**src/rtl/adap_sped_seq_if.sv**
```systemverilog
// Handshake and data bundle for the adaptive speed-control sequencer.
// The master side launches updates, the slave side is the sequencer itself.
interface adap_sped_seq_if;
    logic        START;
    logic [2:0]  FI;
    logic [12:0] Y;
    logic        TDP;
    logic        TR;
    logic [11:0] DMS;
    logic [13:0] DML;
    logic [9:0]  AP;
    logic [6:0]  AL;
    logic        BUSY;
    logic        DONE;

    modport master (
        output START, FI, Y, TDP, TR,
        input  DMS, DML, AP, AL, BUSY, DONE
    );

    modport slave (
        input  START, FI, Y, TDP, TR,
        output DMS, DML, AP, AL, BUSY, DONE
    );
endinterface

```
**src/rtl/adap_sped_seq.sv**
```systemverilog
// G.726 adaptation speed control (FILTA/FILTB/SUBTC/FILTC/TRIGA/LIMA) as a
// five-step sequencer; one update per START, results published with DONE.
module adap_sped_seq (
    input  logic               CLK,
    input  logic               RST_N,
    adap_sped_seq_if.slave     bus
);

    typedef enum logic [2:0] {StIdle, StFa, StFb, StSc, StFc, StWb} state_e;

    state_e      state_q, state_d;

    logic [2:0]  fi_q;
    logic [12:0] y_q;
    logic        tdp_q;
    logic        tr_q;

    logic [11:0] dms_q, dms_t_q;
    logic [13:0] dml_q, dml_t_q;
    logic [9:0]  ap_q;
    logic [6:0]  al_q;
    logic        ax_q;

    logic [12:0] dif_s;
    logic [11:0] dms_new;
    logic [14:0] dif_l;
    logic [13:0] dml_new;
    logic [14:0] dif_c;
    logic [14:0] difm;
    logic        ax_new;
    logic [10:0] dif_a;
    logic [9:0]  ap_new;
    logic [6:0]  al_new;

    // The 8192/32768/2048 offsets in the G.726 formulas vanish modulo the word width.
    always_comb begin
        dif_s   = {1'b0, fi_q, 9'd0} - {1'b0, dms_q};
        dms_new = dms_q + {{4{dif_s[12]}}, dif_s[12:5]};

        dif_l   = {1'b0, fi_q, 11'd0} - {1'b0, dml_q};
        dml_new = dml_q + {{6{dif_l[14]}}, dif_l[14:7]};

        dif_c   = {1'b0, dms_t_q, 2'b00} - {1'b0, dml_t_q};
        difm    = dif_c[14] ? (15'd0 - dif_c) : dif_c;
        ax_new  = !((y_q >= 13'd1536) && (difm < {4'd0, dml_t_q[13:3]}) && !tdp_q);

        dif_a   = {1'b0, ax_q, 9'd0} - {1'b0, ap_q};
        ap_new  = tr_q ? 10'd256 : ap_q + {{3{dif_a[10]}}, dif_a[10:4]};
        al_new  = (ap_new >= 10'd256) ? 7'd64 : ap_new[8:2];
    end

    always_comb begin
        state_d = state_q;
        unique case (state_q)
            StIdle:  if (bus.START) state_d = StFa;
            StFa:    state_d = StFb;
            StFb:    state_d = StSc;
            StSc:    state_d = StFc;
            StFc:    state_d = StWb;
            StWb:    state_d = StIdle;
            default: state_d = StIdle;
        endcase
    end

    always_ff @(posedge CLK or negedge RST_N) begin
        if (!RST_N) begin
            state_q <= StIdle;
        end else begin
            state_q <= state_d;
        end
    end

    // Outputs are committed together as WB begins, so DONE and the new values coincide.
    always_ff @(posedge CLK or negedge RST_N) begin
        if (!RST_N) begin
            fi_q    <= '0;
            y_q     <= '0;
            tdp_q   <= 1'b0;
            tr_q    <= 1'b0;
            dms_q   <= '0;
            dml_q   <= '0;
            ap_q    <= '0;
            al_q    <= '0;
            dms_t_q <= '0;
            dml_t_q <= '0;
            ax_q    <= 1'b0;
        end else begin
            unique case (state_q)
                StIdle: begin
                    if (bus.START) begin
                        fi_q  <= bus.FI;
                        y_q   <= bus.Y;
                        tdp_q <= bus.TDP;
                        tr_q  <= bus.TR;
                    end
                end
                StFa: dms_t_q <= dms_new;
                StFb: dml_t_q <= dml_new;
                StSc: ax_q    <= ax_new;
                StFc: begin
                    dms_q <= dms_t_q;
                    dml_q <= dml_t_q;
                    ap_q  <= ap_new;
                    al_q  <= al_new;
                end
                StWb: ;
                default: ;
            endcase
        end
    end

    always_comb begin
        bus.DMS  = dms_q;
        bus.DML  = dml_q;
        bus.AP   = ap_q;
        bus.AL   = al_q;
        bus.BUSY = (state_q != StIdle);
        bus.DONE = (state_q == StWb);
    end

endmodule

```
**src/flat_wrapper.sv**
```systemverilog
// flat-port wrapper written by rule: the top's interface ports become plain ports
module adap_sped_seq_flat 
  (CLK, RST_N, bus_START, bus_FI, bus_Y, bus_TDP, bus_TR, bus_DMS, bus_DML, bus_AP, bus_AL, bus_BUSY, bus_DONE);
  adap_sped_seq_if bus_i ();
  input  logic CLK;
  input  logic RST_N;
  input wire logic [$bits(bus_i.START)-1:0] bus_START;
  input wire logic [$bits(bus_i.FI)-1:0] bus_FI;
  input wire logic [$bits(bus_i.Y)-1:0] bus_Y;
  input wire logic [$bits(bus_i.TDP)-1:0] bus_TDP;
  input wire logic [$bits(bus_i.TR)-1:0] bus_TR;
  output wire logic [$bits(bus_i.DMS)-1:0] bus_DMS;
  output wire logic [$bits(bus_i.DML)-1:0] bus_DML;
  output wire logic [$bits(bus_i.AP)-1:0] bus_AP;
  output wire logic [$bits(bus_i.AL)-1:0] bus_AL;
  output wire logic [$bits(bus_i.BUSY)-1:0] bus_BUSY;
  output wire logic [$bits(bus_i.DONE)-1:0] bus_DONE;
  assign bus_i.START = bus_START;
  assign bus_i.FI = bus_FI;
  assign bus_i.Y = bus_Y;
  assign bus_i.TDP = bus_TDP;
  assign bus_i.TR = bus_TR;
  assign bus_DMS = bus_i.DMS;
  assign bus_DML = bus_i.DML;
  assign bus_AP = bus_i.AP;
  assign bus_AL = bus_i.AL;
  assign bus_BUSY = bus_i.BUSY;
  assign bus_DONE = bus_i.DONE;
  adap_sped_seq u_core (.CLK(CLK), .RST_N(RST_N), .bus(bus_i));
endmodule
```
**config.mk**
```make
export PLATFORM = sky130hd
export DESIGN_NAME = adap_sped_seq_flat
export DESIGN_NICKNAME = d
export VERILOG_FILES = /design/src/rtl/adap_sped_seq_if.sv /design/src/rtl/adap_sped_seq.sv /design/src/flat_wrapper.sv
export SDC_FILE = /design/constraint.sdc
export NUM_CORES = 1
export LEC_CHECK = 0
export CAP_MARGIN = 30
export CORE_MARGIN = 3
export CORE_UTILIZATION = 67
export CTS_CLUSTER_SIZE = 30
export DETAILED_ROUTE_END_ITERATION = 10
export DONT_BUFFER_PORTS = 1
export PLACE_DENSITY_LB_ADDON = 0.05
export SYNTH_ARGS = -nofsm -noshare
export SYNTH_HDL_FRONTEND = slang
export SYNTH_SLANG_ARGS = --single-unit
```
**constraint.sdc**
```tcl
create_clock -name CLK -period 8.8 [get_ports CLK]
set_clock_uncertainty 0.15 [all_clocks]
set_input_delay 0.88 -clock CLK [delete_from_list [all_inputs] [get_ports CLK]]
set_output_delay 0.88 -clock CLK [all_outputs]
set_load 0.02 [all_outputs]
```
=== Yosys cells after proc, flatten, opt, wreduce, memory -nomap -nowiden ===
Index checks and enable logic that the tools add are counted.

* Input bits: 21
* Output and inout port bits: 45
* Flip-flop bits (word level): 91
* Word-level logic and storage cells: 41

* Muxes and demuxes: 5
* Eq/ne operators: 6
* Reductions and logical operators: 7
* Add/subtract/negate cells: 8
* Magnitude comparators: 3

{| class="wikitable"
|+ Operators with widths
! cell !! number
|-
| subtractor 14 x 14 -> 15 bit || 2
|-
| less-than comparator 15 x 11 -> 1 bit || 1
|-
| 2-to-1 mux 15 bit || 1
|-
| one-hot mux 3 bit (5 select lines) || 1
|-
| subtractor 1 x 15 -> 15 bit (first input constant) || 1
|-
| adder 14 bit || 1
|-
| greater-or-equal comparator 13 x 11 -> 1 bit (second input constant) || 1
|-
| subtractor 12 x 12 -> 13 bit || 1
|-
| adder 12 bit || 1
|-
| subtractor 10 x 10 -> 11 bit || 1
|-
| adder 10 bit || 1
|-
| greater-or-equal comparator 10 x 9 -> 1 bit (second input constant) || 1
|-
| 2-to-1 mux 10 bit || 1
|-
| 2-to-1 mux 7 bit || 1
|-
| equality test 3 x 2 -> 1 bit (second input constant) || 2
|-
| equality test 3 bit (second input constant) || 2
|-
| equality test 3 x 1 -> 1 bit (second input constant) || 1
|-
| logical NOT 3 bit || 1
|-
| 2-to-1 mux 3 bit || 1
|-
| nonzero test 3 bit || 1
|-
| logical AND 1 bit || 2
|-
| logical NOT 1 bit || 2
|-
| != test 2 bit (second input constant) || 1
|-
| AND reduction 2 bit || 1
|}

=== Depth between registers and ports, before layout ===
* Word-level depth: 7
* Depth in mapped cells: 19
* Mapped depth without buffers: 17

=== Worst setup path before layout ===
Ideal clock, no wire load.

* Kind: register to register
* From: register u_core.dml_t_q[6]
* To: register u_core.ax_q
* Clock period less this slack: 3912 ps
* Data arrival time: 3637 ps
* Buffers on the path: 2
* Library setup time: 125 ps
* Cell stages (with the launch flop): 19
* Path slack: 4888 ps
* Required time: 8525 ps
* Cell sequence: dfrtp_1 > inv_1 > ha_1 > clkbuf_1 > nand2_1 > o21ai_0 > nand2_1 > o41a_1 > and2_1 > clkbuf_1 > o21ai_0 > xnor2_1 > ha_1 > a21o_1 > a2111oi_0 > o21bai_1 > a41oi_1 > o2111a_1 > a211oi_2

* Word-level cells in the longest chain between the ends: 7

{| class="wikitable"
|+ Ends and longest elaborated chain
! item !! line !! source
|-
| from (decl) || adap_sped_seq.sv:19 || <nowiki>logic [13:0] dml_q, dml_t_q;</nowiki>
|-
| from (signal assigned) || adap_sped_seq.sv:98 || <nowiki>StFb: dml_t_q <= dml_new;</nowiki>
|-
| subtractor 14 x 14 -> 15 bit || adap_sped_seq.sv:43 || <nowiki>dif_c = {1'b0, dms_t_q, 2'b00} - {1'b0, dml_t_q};</nowiki>
|-
| subtractor 1 x 15 -> 15 bit || adap_sped_seq.sv:44 || <nowiki>difm = dif_c[14] ? (15'd0 - dif_c) : dif_c;</nowiki>
|-
| 2-to-1 mux 15 bit || adap_sped_seq.sv:44 ||
|-
| less-than comparator 15 x 11 -> 1 bit (*) || adap_sped_seq.sv:45 || <nowiki>ax_new = !((y_q >= 13'd1536) && (difm < {4'd0, dml_t_q[13:3]}) && !tdp_q);</nowiki>
|-
| logical AND 1 bit (*) (2 in a row) || adap_sped_seq.sv:45 ||
|-
| logical NOT 1 bit (*) || adap_sped_seq.sv:45 ||
|-
| to (signal assigned) || adap_sped_seq.sv:99 || <nowiki>StSc: ax_q <= ax_new;</nowiki>
|-
| to (decl) || adap_sped_seq.sv:22 || <nowiki>logic ax_q;</nowiki>
|}

Mark *: on every way between the ends. The rest lies on a longest branch, timed or not.
A chain may end at the register's enable or synchronous reset.

=== Final worst setup path ===
* From: register u_core.dms_t_q[0]
* To: register u_core.ax_q

* Word-level cells in the longest chain between the ends: 7

{| class="wikitable"
|+ Ends and longest elaborated chain
! item !! line !! source
|-
| from (decl) || adap_sped_seq.sv:18 || <nowiki>logic [11:0] dms_q, dms_t_q;</nowiki>
|-
| from (signal assigned) || adap_sped_seq.sv:97 || <nowiki>StFa: dms_t_q <= dms_new;</nowiki>
|-
| subtractor 14 x 14 -> 15 bit (*) || adap_sped_seq.sv:43 ||
|-
| subtractor 1 x 15 -> 15 bit || adap_sped_seq.sv:44 ||
|-
| 2-to-1 mux 15 bit (*) || adap_sped_seq.sv:44 ||
|-
| less-than comparator 15 x 11 -> 1 bit (*) || adap_sped_seq.sv:45 ||
|-
| logical AND 1 bit (*) (2 in a row) || adap_sped_seq.sv:45 ||
|-
| logical NOT 1 bit (*) || adap_sped_seq.sv:45 ||
|}

Marks and branches as above.

==> impl_metrics.env <==
export IMPL_status="finished clean"
export IMPL_grtUsageTotal=0.277
export IMPL_layout_nets=767
export IMPL_fin_crit_ns=4.47
export IMPL_wl_per_cell_um=16.9
export IMPL_synthDistinctLibCells=65
export IMPL_syn_cell_area_um2=6040
export IMPL_cts_repair_resized=0
export IMPL_cp_max_fo=5
export IMPL_fmax_ghz=0.224
export IMPL_cts_root_buf="clkbuf_8"
export IMPL_grt_pass1_vias=4844
export IMPL_rsz0062_at_grt="false"
export IMPL_clock_latency_ns=0.36
export IMPL_place_congestion=0.925
export IMPL_rows=33
export IMPL_path_class="reg -> reg"
export IMPL_io_pins=66
export IMPL_slew_violations=0
export IMPL_endpoint_kind="register"
export IMPL_hold_path_class="in -> async"
export IMPL_antenna_left=0
export IMPL_numCtsBuffers=9
export IMPL_ys_async_sr_fraction=1.00
export IMPL_critPathRequiredTime_ns=8.89
export IMPL_clock_path_buffers=2
export IMPL_drt_iter0_drc=231
export IMPL_max_cap_violations=0
export IMPL_initial_core_util=0.713
export IMPL_crit_path_start_kind="register"
export IMPL_finalSetupTns_ns=0
export IMPL_dr_pass1_iters=4
export IMPL_dp_final_hpwl_um=10200
export IMPL_cts_clk_slew_worst_paths_ns=0.09
export IMPL_syn_to_final_growth_pct=4.54
export IMPL_ff2ff_path_depth=14
export IMPL_antenna_found_initial=0
export IMPL_synth_edf_count=0
export IMPL_coreArea_um2=8460
export IMPL_postSynthAreaPerCell_um2=8.75
export IMPL_antenna_cells=0
export IMPL_final_cell_mix="105 x nand2_1, 82 x dfrtp_1, 66 x o21ai_0"
export IMPL_final_common_cell="nand2_1"
export IMPL_vias_per_cell=6.23
export IMPL_vias=4920
export IMPL_finalSetupViolCount=0
export IMPL_die_width_um=101
export IMPL_worst_pin_slew_ns=1.04
export IMPL_relSlewSlack=0.305
export IMPL_drive_gt1_frac=0.0701
export IMPL_ys_seq_area_frac=0.340
export IMPL_grt_overflow=0
export IMPL_tritoncts="yes"
export IMPL_htree_levels=3
export IMPL_synth_seq_cells=82
export IMPL_ctsHoldBuffers=0
export IMPL_synth_top_flop_cell="dfrtp_1"
export IMPL_netlist_instances=690
export IMPL_cts_sinks=82
export IMPL_port_buffer_count=0
export IMPL_worst_ep_arrival_time_ns=4.56
export IMPL_ys_warn_count=0
export IMPL_drcViolationCount=0
export IMPL_die_height_um=101
export IMPL_post_cts_buffers=0
export IMPL_detail_route_wirelength_um=13400
export IMPL_die_area_um2=10200
export IMPL_grt_max_degree=83
export IMPL_grt_pass1_wl_um=22700
export IMPL_final_core_util=0.745
export IMPL_synth_fp_nets=777
export IMPL_hold_viol_final=0
export IMPL_finalCritPeriodShare=0.508
final timing paths:
path,slack (ns),from,to
hold / removal,0.06,RST_N,u_core.dml_t_q[4]
setup reg to reg,4.33,u_core.dms_t_q[0],u_core.ax_q
setup / recovery,4.33,u_core.dms_t_q[0],u_core.ax_q
min in group CLK,0.33,u_core.dml_t_q[5],u_core.dml_t_q[5]
hold reg to reg,0.33,u_core.dml_t_q[5],u_core.dml_t_q[5]
max in group asynchronous,8.33,RST_N,u_core.bus.DMS[10]
synth_stat cells, drive strengths merged (4+ instances only):
master | number | area, um^2
a2111oi | 5 | 45.0
a211oi | 8 | 77.6
a21o | 10 | 76.3
a21oi | 34 | 170
a31oi | 4 | 25.0
and2 | 4 | 25.0
and3 | 4 | 25.0
clkbuf | 22 | 82.6
dfrtp | 82 | 2050
ha | 63 | 788
inv | 35 | 131
mux2 | 14 | 158
nand2 | 105 | 394
nand2b | 8 | 50.1
nand3 | 8 | 40.0
nor2 | 48 | 180
nor2b | 8 | 50.1
nor3 | 13 | 65.1
nor4 | 11 | 75.1
o21a | 5 | 37.5
o21ai | 68 | 344
o31ai | 6 | 45.0
or2 | 4 | 25.0
or3 | 9 | 56.3
xnor2 | 41 | 359
xor2 | 21 | 184
sequential cells by signal (all words and copies together), names as in the netlist, 3 cells and up:
name,count
u_core.dml_t_q,14
u_core.fi_q,3
u_core.state_q,3
u_core.bus.AP,10
u_core.y_q,4
u_core.bus.DMS,12
u_core.dms_t_q,12
u_core.bus.DML,14
u_core.bus.AL,7
through the flow:
step                      hold slack (ns)  instance area (um^2)  worst slack, ns  std cells
after floorplan                     0.300                  6040             4.89        690
after global placement              0.315                  6090             4.52        774
after detailed placement            0.320                  6090             4.44        774
after CTS                          0.0460                  6310             4.40        790
after global routing               0.0364                  6310             4.06        790
final                              0.0583                  6310             4.33        790
critical path, cell delays in order (launching register included):
cell	delay, ns
dfrtp_1	0.47
ha_1	0.36
or3b_4	0.42
a211oi_4	0.35
xor2_1	0.20
a2111o_1	0.47
nor2_1	0.14
a31oi_1	0.12
xnor2_1	0.15
ha_1	0.32
a2111oi_0	0.49
nand2_1	0.12
a41oi_1	0.28
o2111a_1	0.25
a211oi_2	0.05
per-layer routing:
layer  share of wire  vias to the layer above  wire (um)  global-route usage
met3           0.050                       29        663              0.0554
met1            0.44                     2360       5910               0.361
li1                -                     2404          -                   -
met5               0                        -          0                   0
met4           0.020                        0        267              0.0992
met2            0.49                      127       6510               0.459
area by class of cell:
| cell class | instances | area (um^2) |
|---|---|---|
| tap | 105 | 131 |
| inverter | 35 | 131 |
| sequential | 82 | 2050 |
| clock buffer | 10 | 128 |
| fill | 643 | 2150 |
| timing repair buffer | 1 | 7.51 |
| multi-input combinational | 551 | 3770 |
| clock inverter | 6 | 90.1 |
cell families after synthesis:
family | count (synthesis) | share of synthesized area
AND/OR/NAND/NOR | 241 | 0.191
AO/OA/AOI/OAI | 167 | 0.175
flip-flops | 82 | 0.340
adder cells (fa/ha/maj) | 66 | 0.141
XOR/XNOR | 62 | 0.0900
buffers and inverters | 57 | 0.0354
multiplexers | 15 | 0.0278
Power is not shown: default switching activity piles up to over one toggle a cycle in this logic, so the estimate is an artifact.
